==> config.mk <==
export PLATFORM = sky130hd
export DESIGN_NAME = reg_write_demux
export DESIGN_NICKNAME = d
export VERILOG_FILES = /design/src/rtl/reg_write_demux.sv
export SDC_FILE = /design/constraint.sdc
export NUM_CORES = 1
export LEC_CHECK = 0
export CORE_AREA = 2 2 419 421
export CTS_CLUSTER_DIAMETER = 150
export DETAILED_ROUTE_END_ITERATION = 12
export DIE_AREA = 0 0 421 423
export GPL_ROUTABILITY_DRIVEN = 0
export GPL_TIMING_DRIVEN = 0
export MAX_ROUTING_LAYER = met4
export SLEW_MARGIN = 20
export SYNTH_ARGS = -nofsm -noshare
export SYNTH_HDL_FRONTEND = slang
export SYNTH_SLANG_ARGS = --single-unit
==> constraint.sdc <==
create_clock -name clk -period 6.1 [get_ports clk]
set_input_delay 0.915 -clock clk [delete_from_list [all_inputs] [get_ports clk]]
set_output_delay 0.915 -clock clk [all_outputs]
set_load 0.1 [all_outputs]
==> src/rtl/reg_write_demux.sv <==
// reg_write_demux: 2-entry buffered, byte-masked write port for a 32x32 register bank.
// Define ZERO_REG_EN to hardwire register 0 to zero.
module reg_write_demux #(
    parameter int WIDTH  = 32,
    parameter int DEPTH  = 32,
    parameter int ADDR_W = 5
) (
    input  logic                    clk,
    input  logic                    rst_n,
    input  logic                    wr_valid,
    output logic                    wr_ready,
    input  logic [ADDR_W-1:0]       wr_addr,
    input  logic [WIDTH-1:0]        wr_data,
    input  logic [WIDTH/8-1:0]      wr_be,
    input  logic                    hold,
    output logic [DEPTH*WIDTH-1:0]  q_flat,
    output logic                    wr_done,
    output logic [ADDR_W-1:0]       done_addr,
    output logic                    busy
);
    localparam int NB = WIDTH / 8;

    logic [ADDR_W-1:0] f_addr [2];
    logic [WIDTH-1:0]  f_data [2];
    logic [NB-1:0]     f_be   [2];
    logic              wp, rp, push, pop;
    logic [1:0]        count, count_nxt;
    logic [DEPTH-1:0]  wen;

    assign wr_ready  = count < 2'd2;
    assign push      = wr_valid && wr_ready;
    assign pop       = (count != 2'd0) && !hold;
    assign count_nxt = count + {1'b0, push} - {1'b0, pop};

    // One-hot decode of the head entry's address, gated by commit
    always_comb begin
        for (int r = 0; r < DEPTH; r++) wen[r] = pop && (f_addr[rp] == ADDR_W'(r));
`ifdef ZERO_REG_EN
        wen[0] = 1'b0;
`endif
    end

    always_ff @(posedge clk) begin
        if (push) begin
            f_addr[wp] <= wr_addr;
            f_data[wp] <= wr_data;
            f_be[wp]   <= wr_be;
        end
    end

    always_ff @(posedge clk or negedge rst_n) begin
        if (!rst_n) begin
            wp        <= 1'b0;
            rp        <= 1'b0;
            count     <= 2'd0;
            busy      <= 1'b0;
            wr_done   <= 1'b0;
            done_addr <= '0;
        end else begin
            wp      <= wp ^ push;
            rp      <= rp ^ pop;
            count   <= count_nxt;
            busy    <= count_nxt != 2'd0;
            wr_done <= pop;
            if (pop) done_addr <= f_addr[rp];
        end
    end

    for (genvar g = 0; g < DEPTH; g++) begin : g_reg
        logic [WIDTH-1:0] q;
        always_ff @(posedge clk or negedge rst_n) begin
            if (!rst_n) q <= '0;
            else for (int k = 0; k < NB; k++)
                if (wen[g] && f_be[rp][k]) q[8*k +: 8] <= f_data[rp][8*k +: 8];
        end
        assign q_flat[g*WIDTH +: WIDTH] = q;
    end
endmodule
==> load_flow_metrics.sql <==
INSERT INTO impl_metrics (metric_group, metric, value, unit) VALUES
('synthesis', 'leading_register_cell_type_out_of_synthesis', 'sky130_fd_sc_hd__dfrtp_1', ''),
('floorplan', 'die_x', '421', 'microns'),
('floorplan', 'die_ar', '178100', 'sq um'),
('critical_path', 'critical_path_data_required_time', '6.76', 'ns'),
('global_route', 'global_route_wire_length_before_repair', '232400', 'microns'),
('sta', 'setup_repair_after_global_routing_missed_its_margin', 'no', ''),
('layout', 'flow.area_growth_from_synthesis', '43.07', '%'),
('critical_path', 'reg2reg_capture_point', 'g_reg[24].q[31]', ''),
('layout', 'multiInputGateArea', '14170', 'sq um'),
('drt', 'detail_route.first_pass.iterations', '7', ''),
('placed_design', 'numPortBuffers', '1076', ''),
('critical_path', 'worst-r2r-setup-slack', '2.51', 'ns'),
('clock_network', 'clkSlewWorstSetupHoldPaths', '0.06', 'ns'),
('synthesis', 'syn_inst', '2536', ''),
('sta', 'max_slew_violation_count', '0', ''),
('sta', 'clock_skew', '0.03338', 'ns'),
('synthesis', 'post_synthesis_cell_area', '43110', 'sq um'),
('clock_network', 'clock_path_buffers', '3', ''),
('clock_network', 'post-cts-setup-buffer-count', '0', ''),
('global_route', 'global_route.peak_usage_layer', 'met2', ''),
('layout', 'n_fill_cell', '16710', ''),
('synthesis', 'synth.lib_cells_used.distinct', '51', ''),
('run_status', 'status', 'finished clean', ''),
('clock_network', 'ctsRootBufferMaster', 'sky130_fd_sc_hd__clkbuf_16', ''),
('sta', 'fin_tns_setup', '0', 'ns'),
('placed_design', 'dp_hpwl', '129000', 'microns'),
('sta', 'highest_achievable_clock_rate', '254.9', 'MHz'),
('critical_path', 'worst-path-max-fanout', '10', ''),
('critical_path', 'timing.setup.critical_path_class', 'input pin to register', ''),
('global_route', 'global_route.usage.total', '0.1926', ''),
('sta', 'report.final.hold_viol_count', '0', ''),
('layout', 'drive_gt1_frac', '0.3750', ''),
('drt', 'dr_total_vias', '27170', ''),
('global_route', 'use_met2', '0.3331', ''),
('clock_network', 'clock_tree.htree_level_count', '4', ''),
('drt', 'vias_per_cell', '4.381', ''),
('clock_network', 'hold_buffer_count_at_cts', '0', ''),
('synthesis', 'netlist_top_cells_count', '1035 x sky130_fd_sc_hd__dfrtp_1, 1033 x sky130_fd_sc_hd__mux2_2, 106 x sky130_fd_sc_hd__clkbuf_1', ''),
('synthesis', 'synth-edff-count', '82', ''),
('synthesis', 'syn_area_per_cell', '17.00', 'sq um'),
('sta', 'tightest_slew', '1.198', 'ns'),
('layout', 'layout.area.seq', '28360', 'sq um'),
('drt', 'route.antenna.remaining_nets', '0', ''),
('critical_path', 'worstPathArrival', '4.58', 'ns'),
('sta', 'final-setup-viol-count', '0', ''),
('critical_path', 'worst_setup_path_start_kind', 'input pin', ''),
('synthesis', 'synth.ff_latch_count', '1117', ''),
('sta', 'final_min_period_over_clock_period', '0.6432', ''),
('synthesis', 'asyncSetResetFlopFracSynth', '0.9266', ''),
('global_route', 'remaining_global_route_overflow', '0', ''),
('drt', 'avgRoutedWirePerCell', '27.40', 'microns'),
('critical_path', 'critPathCaptureType', 'register', ''),
('floorplan', 'io_pins', '1077', ''),
('global_route', 'grt_max_degree', '146', ''),
('sta', 'slew-limit-headroom', '0.1988', ''),
('drt', 'drtIter0Drc', '1333', ''),
('min_path', 'hold_class', 'input pin to async pin', ''),
('synthesis', 'synth-seq-area-share', '0.6579', ''),
('floorplan', 'initial_core_util', '0.2488', ''),
('drt', 'detail_route.wirelength', '169900', 'microns'),
('synthesis', 'largest_area_contributor_in_the_netlist', 'sky130_fd_sc_hd__dfrtp_1', ''),
('job', 'drv.max_cap_violation_count', '0', ''),
('clock_network', 'post_cts_resize_count', '0', ''),
('synthesis', 'yosysTopAreaCellShare', '0.6007', ''),
('layout', 'final_nets', '3807', ''),
('global_route', 'initial_antenna_violation_count', '20', ''),
('critical_path', 'worst-r2r-cell-count', '6', ''),
('global_route', 'vias_in_the_first_global_route', '28190', ''),
('clock_network', 'clkLatencyLatePin', '0.80', 'ns'),
('clock_network', 'clkSinkCount', '1117', ''),
('global_route', 'met3_usage', '0.04935', '');
==> per-stage QoR <==
step / utilization / cell area (sq um) / std cells / hold slack (ns) / setup slack [ns]
after global routing: 0.3560 / 61680 / 6200 / 0.1333 / 2.034
after detailed placement: 0.3302 / 57200 / 5950 / 0.4745 / 1.185
after global placement: 0.3278 / 56790 / 5937 / 0.4760 / -44.17
final: 0.3560 / 61680 / 6200 / 0.1013 / 2.177
after CTS: 0.3557 / 61630 / 6186 / 0.08431 / 2.053
after floorplan: - / 43110 / 2536 / 0.4998 / 3.452
==> cell type report <==
type	count	area share
clock inverter	52	0.01022
timing repair buffer	1089	0.1796
buffer	142	0.01091
sequential	1117	0.4598
clock buffer	184	0.06161
multi-input combinational	1271	0.2297
tap	2325	0.04716
inverter	6	0.0003651
antenna	14	0.0005680
==> worst max path at each step <==
stage	from	slack, ns	endpoint	depth (start not counted)
after floorplan	hold	3.45	g_reg[4].q[0]	7
after global placement	rst_n	-44.17	g_reg[15].q[17]	1
after detailed placement	hold	1.18	g_reg[24].q[31]	7
after CTS	hold	2.05	g_reg[24].q[27]	7
after global routing	hold	2.03	g_reg[24].q[12]	7
final	hold	2.18	g_reg[24].q[31]	7
==> logic make-up after synthesis <==
group,Yosys count,share of synthesized area
and+or+nand+nor,174,0.03898
buffers and inverters,148,0.01590
DFF,1117,0.6579
AOI/OAI and AO/OA,22,0.004237
xor gates and xnor gates,3,0.0006096
adders and majority gates,4,0.001161
muxes,1068,0.2812
==> sequential cells by signal (all words and copies together), names as in the netlist <==
| signal | cells |
|---|---|
| g.q | 1024 |
| f_data | 64 |
| f_addr | 10 |
| f_be | 8 |
| done_addr | 5 |
| count | 2 |
| busy | 1 |
| rp | 1 |
| wp | 1 |
| wr_done | 1 |
==> placed cells by master (no fill, tap or decap), types with 5 or more instances in the layout <==
cell and count:
sky130_fd_sc_hd__nor2b_1 5, sky130_fd_sc_hd__nand3_1 11, sky130_fd_sc_hd__clkbuf_2 8, sky130_fd_sc_hd__nand3b_1 5
sky130_fd_sc_hd__clkbuf_1 121, sky130_fd_sc_hd__clkbuf_16 133, sky130_fd_sc_hd__mux2_2 1033, sky130_fd_sc_hd__buf_4 7
sky130_fd_sc_hd__nor3_4 36, sky130_fd_sc_hd__mux2i_1 6, sky130_fd_sc_hd__clkinv_2 17, sky130_fd_sc_hd__buf_6 8
sky130_fd_sc_hd__nor3_1 7, sky130_fd_sc_hd__nor2_2 6, sky130_fd_sc_hd__inv_6 7, sky130_fd_sc_hd__or3b_1 5
sky130_fd_sc_hd__edfxtp_1 82, sky130_fd_sc_hd__inv_1 5, sky130_fd_sc_hd__nand3_2 11, sky130_fd_sc_hd__clkbuf_8 28
sky130_fd_sc_hd__nand2_1 18, sky130_fd_sc_hd__bufinv_16 7, sky130_fd_sc_hd__buf_16 9, sky130_fd_sc_hd__buf_2 21
sky130_fd_sc_hd__clkdlybuf4s50_1 1074, sky130_fd_sc_hd__dfrtp_1 1035, sky130_fd_sc_hd__mux2_4 24, sky130_fd_sc_hd__nor3_2 19
sky130_fd_sc_hd__diode_2 14, sky130_fd_sc_hd__nor4_4 12, sky130_fd_sc_hd__nand2_2 19
==> metal layers <==
metal	share of wire	up-vias
li1	-	11610
met1	0.38	14450
met2	0.52	844
met3	0.055	261
met4	0.043	0
met5	0	-
==> critical path, cell delays in order <==
cell                              delay, ns
sky130_fd_sc_hd__clkdlybuf4s50_1       0.55
sky130_fd_sc_hd__o21bai_1              0.46
sky130_fd_sc_hd__inv_2                 0.41
sky130_fd_sc_hd__nand2_1               0.44
sky130_fd_sc_hd__buf_2                 0.50
sky130_fd_sc_hd__nor3_2                0.84
sky130_fd_sc_hd__mux2_2                0.42
Power is left out: the tool's default activity adds up to more than one toggle a clock period on the data nets, which glitch-free logic cannot reach.
